$ cat config.mk
export PLATFORM = sky130hd
export DESIGN_NAME = cam_read
export DESIGN_NICKNAME = d
export VERILOG_FILES = /design/src/rtl/cam_read_pkg.sv /design/src/rtl/rgb565_to_rgb111.sv /design/src/rtl/cam_read.sv
export SDC_FILE = /design/constraint.sdc
export NUM_CORES = 1
export LEC_CHECK = 0
export ABC_CLOCK_PERIOD_IN_PS = 1900
export BUFFER_PORTS_ARGS = -buffer_cell sky130_fd_sc_hd__buf_2
export CORE_UTILIZATION = 30
export DETAILED_ROUTE_END_ITERATION = 10
export PLACE_DENSITY = 0.48
export SLEW_MARGIN = 30
export SYNTH_ARGS = -nofsm -noshare
export SYNTH_HDL_FRONTEND = slang
export SYNTH_SLANG_ARGS = --single-unit
$ cat constraint.sdc
create_clock -name clk -period 1.9 [get_ports clk]
set_input_delay 0.57 -clock clk [delete_from_list [all_inputs] [get_ports clk]]
set_output_delay 0.57 -clock clk [all_outputs]
set_load 0.005 [all_outputs]
$ cat src/rtl/cam_read_pkg.sv
// rtl/cam_read_pkg.sv - shared camera capture types, default geometry and RGB111 bit positions
package cam_read_pkg;

    typedef enum logic [1:0] {
        ST_INIT,
        ST_WAIT_FRAME,
        ST_BYTE1,
        ST_BYTE2
    } cam_state_t;

    localparam int DEF_AW    = 15;
    localparam int DEF_DW    = 3;
    localparam int DEF_IMG_W = 160;
    localparam int DEF_IMG_H = 120;

    // RGB111 output bit positions
    localparam int RGB_R_BIT = 2;
    localparam int RGB_G_BIT = 1;
    localparam int RGB_B_BIT = 0;

    // Source bits: R and G from the high byte, B from the low byte of RGB565
    localparam int SRC_R_BIT = 7;
    localparam int SRC_G_BIT = 2;
    localparam int SRC_B_BIT = 4;

    // Column counter keeps at least 8 bits so the colour-bar field col[7:5] exists
    function automatic int col_width(input int img_w);
        return ($clog2(img_w) > 8) ? $clog2(img_w) : 8;
    endfunction

endpackage

$ cat src/rtl/rgb565_to_rgb111.sv
// rtl/rgb565_to_rgb111.sv - combinational RGB565 byte pair to RGB111 pixel
module rgb565_to_rgb111
    import cam_read_pkg::*;
#(
    parameter int DW = DEF_DW
) (
    input  logic [7:0]    byte_hi,
    input  logic [7:0]    byte_lo,
    output logic [DW-1:0] px
);

    logic unused_bits;
    assign unused_bits = ^{byte_hi, byte_lo};

    always_comb begin
        px            = '0;
        px[RGB_R_BIT] = byte_hi[SRC_R_BIT];
        px[RGB_G_BIT] = byte_hi[SRC_G_BIT];
        px[RGB_B_BIT] = byte_lo[SRC_B_BIT];
    end

endmodule

$ cat src/rtl/cam_read.sv
// rtl/cam_read.sv - camera byte-stream capture into an RGB111 frame buffer; CAM_TEST_PATTERN_EN selects colour bars
module cam_read
    import cam_read_pkg::*;
#(
    parameter int AW    = DEF_AW,
    parameter int DW    = DEF_DW,
    parameter int IMG_W = DEF_IMG_W,
    parameter int IMG_H = DEF_IMG_H
) (
    input  logic          clk,
    input  logic          reset,
    input  logic [7:0]    px_data,
    input  logic          href,
    input  logic          vsync,
    output logic [AW-1:0] mem_px_addr,
    output logic [DW-1:0] mem_px_data,
    output logic          px_wr,
    output logic          frame_done,
    output logic          overflow
);

    localparam int              CW        = col_width(IMG_W);
    localparam logic [AW-1:0]   LAST_ADDR = AW'(IMG_W * IMG_H - 1);
    localparam logic [CW-1:0]   LAST_COL  = CW'(IMG_W - 1);

    if (IMG_W * IMG_H > 2 ** AW) begin : g_bad_size
        $error("cam_read: IMG_W*IMG_H does not fit in AW address bits");
    end

    cam_state_t    state;
    logic          vsync_q;
    logic          href_q;
    logic [7:0]    byte1;
    logic [CW-1:0] col;
    logic          full;
    logic [DW-1:0] conv_px;
    logic [DW-1:0] next_px;

    rgb565_to_rgb111 #(.DW(DW)) u_conv (
        .byte_hi (byte1),
        .byte_lo (px_data),
        .px      (conv_px)
    );

`ifdef CAM_TEST_PATTERN_EN
    logic unused_conv;
    assign unused_conv = ^conv_px;
    assign next_px     = DW'(col[7:5]);
`else
    assign next_px = conv_px;
`endif

    logic vsync_rise, vsync_fall, href_fall;
    assign vsync_rise = vsync & ~vsync_q;
    assign vsync_fall = ~vsync & vsync_q;
    assign href_fall  = ~href & href_q;

    always_ff @(posedge clk) begin
        if (reset) begin
            state       <= ST_INIT;
            vsync_q     <= 1'b0;
            href_q      <= 1'b0;
            byte1       <= '0;
            col         <= '0;
            full        <= 1'b0;
            mem_px_addr <= '0;
            mem_px_data <= '0;
            px_wr       <= 1'b0;
            frame_done  <= 1'b0;
            overflow    <= 1'b0;
        end else begin
            vsync_q    <= vsync;
            href_q     <= href;
            px_wr      <= 1'b0;
            frame_done <= 1'b0;

            // Address advances the cycle after a write; the last slot latches full instead of wrapping
            if (px_wr) begin
                if (mem_px_addr == LAST_ADDR) full <= 1'b1;
                else                          mem_px_addr <= mem_px_addr + 1'b1;
            end

            if (href_fall) col <= '0;

            case (state)
                ST_INIT: begin
                    if (vsync) state <= ST_WAIT_FRAME;
                end
                ST_WAIT_FRAME: begin
                    if (vsync_fall) begin
                        state       <= ST_BYTE1;
                        mem_px_addr <= '0;
                        full        <= 1'b0;
                        overflow    <= 1'b0;
                    end
                end
                ST_BYTE1: begin
                    if (vsync_rise) begin
                        frame_done <= 1'b1;
                        state      <= ST_WAIT_FRAME;
                    end else if (href) begin
                        byte1 <= px_data;
                        state <= ST_BYTE2;
                    end
                end
                ST_BYTE2: begin
                    if (vsync_rise) begin
                        frame_done <= 1'b1;
                        state      <= ST_WAIT_FRAME;
                    end else begin
                        state <= ST_BYTE1;
                        if (href) begin
                            if (full) begin
                                overflow <= 1'b1;
                            end else begin
                                px_wr       <= 1'b1;
                                mem_px_data <= next_px;
                                col         <= (col == LAST_COL) ? '0 : col + 1'b1;
                            end
                        end
                    end
                end
                default: state <= ST_INIT;
            endcase
        end
    end

endmodule

==> qor.csv <==
stage,metric,value,unit
timing,rsz0062_at_grt,no,
power_and_ir_drop,p_leak,0.0006154,uW
routing,first_pass_iters,4,
worst_setup_path,crit-reg2reg-capture,mem_px_addr[7],
timing,skew,0.002225,ns
timing,finalSetupViolCount,0,
power_and_ir_drop,p_comb_share,4.5,%
cts,cts-resized-gates,0,
cts,clock_latency,0.27,ns
worst_setup_path,cp_max_fo,12,
logic_synthesis,syn_avg_cell_area,8.803,sq um
hold_path,hold_end,overflow,
logic_synthesis,syn-num-nets,152,
power_and_ir_drop,netSwitchingPower,213.6,uW
placement,place_hpwl,1.980,mm
routing,drt_iter0_drc,41,
layout,final_nets,180,
layout,seq_area,540.5,sq um
routing,ant_nets,0,
timing,slew_headroom,68.34,%
timing,period_share,92.00,%
power_and_ir_drop,pwr-share-clk,35.0,%
placement,io_buffers,27,
worst_setup_path,critPathCaptureType,flop,
floorplan,design.core.area,3799,sq um
status,outcome,"finished, final reports clean",
timing,tightest_slew,0.4686,ns
routing,finalWirelength,2.627,mm
run,maxCapViolCount,0,
placement,place_congestion,0.7531,
cts,root_buffer,clkbuf_8,
timing,max_freq,572.1,MHz
global_routing,overflow,0,
power_and_ir_drop,switching_share,22.50,%
layout,drive_above_1_share,22.29,%
cts,cts_max_path_buffers,2,
power_and_ir_drop,vdd_drop_max,351.8,uV
power_and_ir_drop,p_int,735.9,uW
global_routing,antenna_found_initial,0,
routing,vias_per_cell,5.019,
layout,nFillCells,404,
floorplan,die_y,65.87,microns
worst_setup_path,crit_type,flop to flop,
logic_synthesis,synth-seq-area-share,44.17,%
hold_path,hp-start,overflow,
power_and_ir_drop,powerDensity,659.3,nW/um^2
floorplan,die_w,65.87,microns
timing,slew_viol_final,0,
timing,tns,0,ns
floorplan,rows,22,
cts,cts_hold_buffers,0,
routing,wl_per_cell,12.28,microns
cts,cts_made_buffers,3,
logic_synthesis,ys_seq_elements,27,
floorplan,initial_core_util,32.21,%
global_routing,grt_max_degree,16,
global_routing,grt_pass1_vias,956,
cts,clkTransAtPathRegs,0.10,ns
floorplan,die_area,4338,sq um
layout,post-route-util,37.91,%
floorplan,io_pins,33,
cts,tritoncts,yes,
hold_path,hold_path.class,flop to flop,
global_routing,grt_pass1_wl,4.353,mm
layout,antennaDiodeCount,0,
logic_synthesis,synth_area,1224,sq um
timing,hold_viol_final,0,
global_routing,grt_usage,13.05,%
logic_synthesis,synth_cells,139,
cts,cts_sinks,27,
layout,multiInputGateArea,624.3,sq um
worst_setup_path,rr_worst_depth,5,
layout,syn2layout_area_growth,17.69,%
cts,postCtsSetupBuffers,0,
layout,final_cell_mix,"dfxtp_1, buf_2, nor2_1, nand2_1, a21oi_1",
worst_setup_path,worstPathArrival,1.96,ns
routing,drcViolationCount,0,
logic_synthesis,ys_types,37,
hold_path,whs_path_depth,2,
routing,vias,1074,
logic_synthesis,yosys_warnings,0,
worst_setup_path,required,2.11,ns
power_and_ir_drop,seq_power_share,60.6,%
worst_setup_path,timing.critical_path.from_type,flop,
cts,htreeDepth,1,
timing,period_minus_slack,1.748,ns
worst_setup_path,r2r_start,mem_px_addr[0],
worst_setup_path,r2r_slack,0.15,ns
[final cells by class]
| class | instances | area share (%) |
|---|---|---|
| inverters | 3 | 0.7819 |
| clock inverters | 1 | 0.3475 |
| multi-input cells | 102 | 43.35 |
| well taps | 48 | 4.170 |
| repair buffers | 30 | 10.95 |
| clock buffers | 3 | 2.867 |
| flip-flops and latches | 27 | 37.53 |
[cells by family after synthesis]
kind of cell,Yosys count,synth area share (%)
XOR/XNOR,4,2.863
AO/OA/AOI/OAI,25,12.27
multiplexers,5,4.090
buffers and inverters,10,4.806
AND/OR/NAND/NOR,67,30.78
adder cells (fa/ha/maj),1,1.022
flip-flops,27,44.17
[power groups by stage]
stage | clock network [uW] | logic, uW | registers [uW]
detailed placement | 0 | 42.5 | 588
finish | 332 | 42.3 | 575
global placement | 0 | 41.4 | 588
global route | 367 | 47.0 | 576
floorplan | 0 | 25.2 | 586
CTS | 341 | 42.6 | 575
[Yosys cell counts, drive strengths merged]
| cell type | count | share of area [%] |
|---|---|---|
| and2 | 2 | 1.0 |
| nor3 | 1 | 0.41 |
| inv | 3 | 0.92 |
| o31ai | 2 | 1.2 |
| or3 | 5 | 2.6 |
| or4 | 3 | 1.8 |
| o21ai | 7 | 2.9 |
| nand2 | 13 | 4.0 |
| nand4b | 1 | 0.72 |
| o221a | 1 | 0.92 |
| nor3b | 2 | 1.2 |
| dfxtp | 27 | 44 |
| nand4 | 3 | 1.5 |
| and3b | 2 | 1.4 |
| mux2i | 5 | 4.1 |
| and3 | 1 | 0.51 |
| ha | 1 | 1.0 |
| xor2 | 4 | 2.9 |
| clkbuf | 2 | 0.61 |
| a31oi | 2 | 1.0 |
| nand3b | 1 | 0.61 |
| and4 | 5 | 3.8 |
| a21oi | 10 | 4.1 |
| a41o | 1 | 0.82 |
| nor2b | 2 | 1.0 |
| nand3 | 7 | 2.9 |
| nand2b | 1 | 0.51 |
| nor2 | 15 | 4.6 |
| or2 | 1 | 0.51 |
| nor4bb | 2 | 1.6 |
| o211ai | 1 | 0.61 |
| a31o | 1 | 0.72 |
| buf | 5 | 3.3 |
[worst max-delay path by stage]
| stage | from | endpoint | slack (ns) | cells after the start |
|---|---|---|---|---|
| 3_3_place_gp | vsync | mem_px_addr[11] | 0.17 | 5 |
| 4_1_cts | mem_px_addr[0] | mem_px_addr[7] | 0.15 | 5 |
| 3_5_place_dp | vsync | mem_px_addr[11] | 0.14 | 5 |
| 5_1_grt | mem_px_addr[11] | mem_px_addr[5] | 0.03 | 4 |
| 2_1_floorplan | mem_px_addr[0] | mem_px_addr[2] | 0.28 | 7 |
| 6_report | mem_px_addr[0] | mem_px_addr[7] | 0.15 | 5 |
[sequential cells by signal, indices dropped and copies added, names as in the netlist]
signal       flops
mem_px_addr     15
mem_px_data      3
byte1            2
state            2
frame_done       1
full             1
overflow         1
px_wr            1
vsync_q          1
[layer usage]
layer	wire length, microns	track usage, %
met2	1210	21.43
met5	0	0
met3	114	3.966
met4	20	3.533
met1	1282	16.35
[worst max-delay path: stages (launching register included)]
cell and delay [ns]:
dfxtp_1 0.36, ha_1 0.24, and4_4 0.18, a41o_1 0.30
or4_1 0.44, a21oi_1 0.15
[stage by stage]
stage / worst slack, ns / hold WS [ns] / total power (uW) / std cells / instance area (sq um)
floorplan: 0.2788 / 0.4515 / 611.3 / 139 / 1224
global placement: 0.1661 / 0.4586 / 629.6 / 210 / 1394
detailed placement: 0.1392 / 0.4551 / 630.9 / 210 / 1394
CTS: 0.1499 / 0.4943 / 959.0 / 214 / 1440
global route: 0.03071 / 0.5158 / 990.0 / 214 / 1440
finish: 0.1519 / 0.4914 / 949.5 / 214 / 1440
Power figures use the tool's default switching activity.
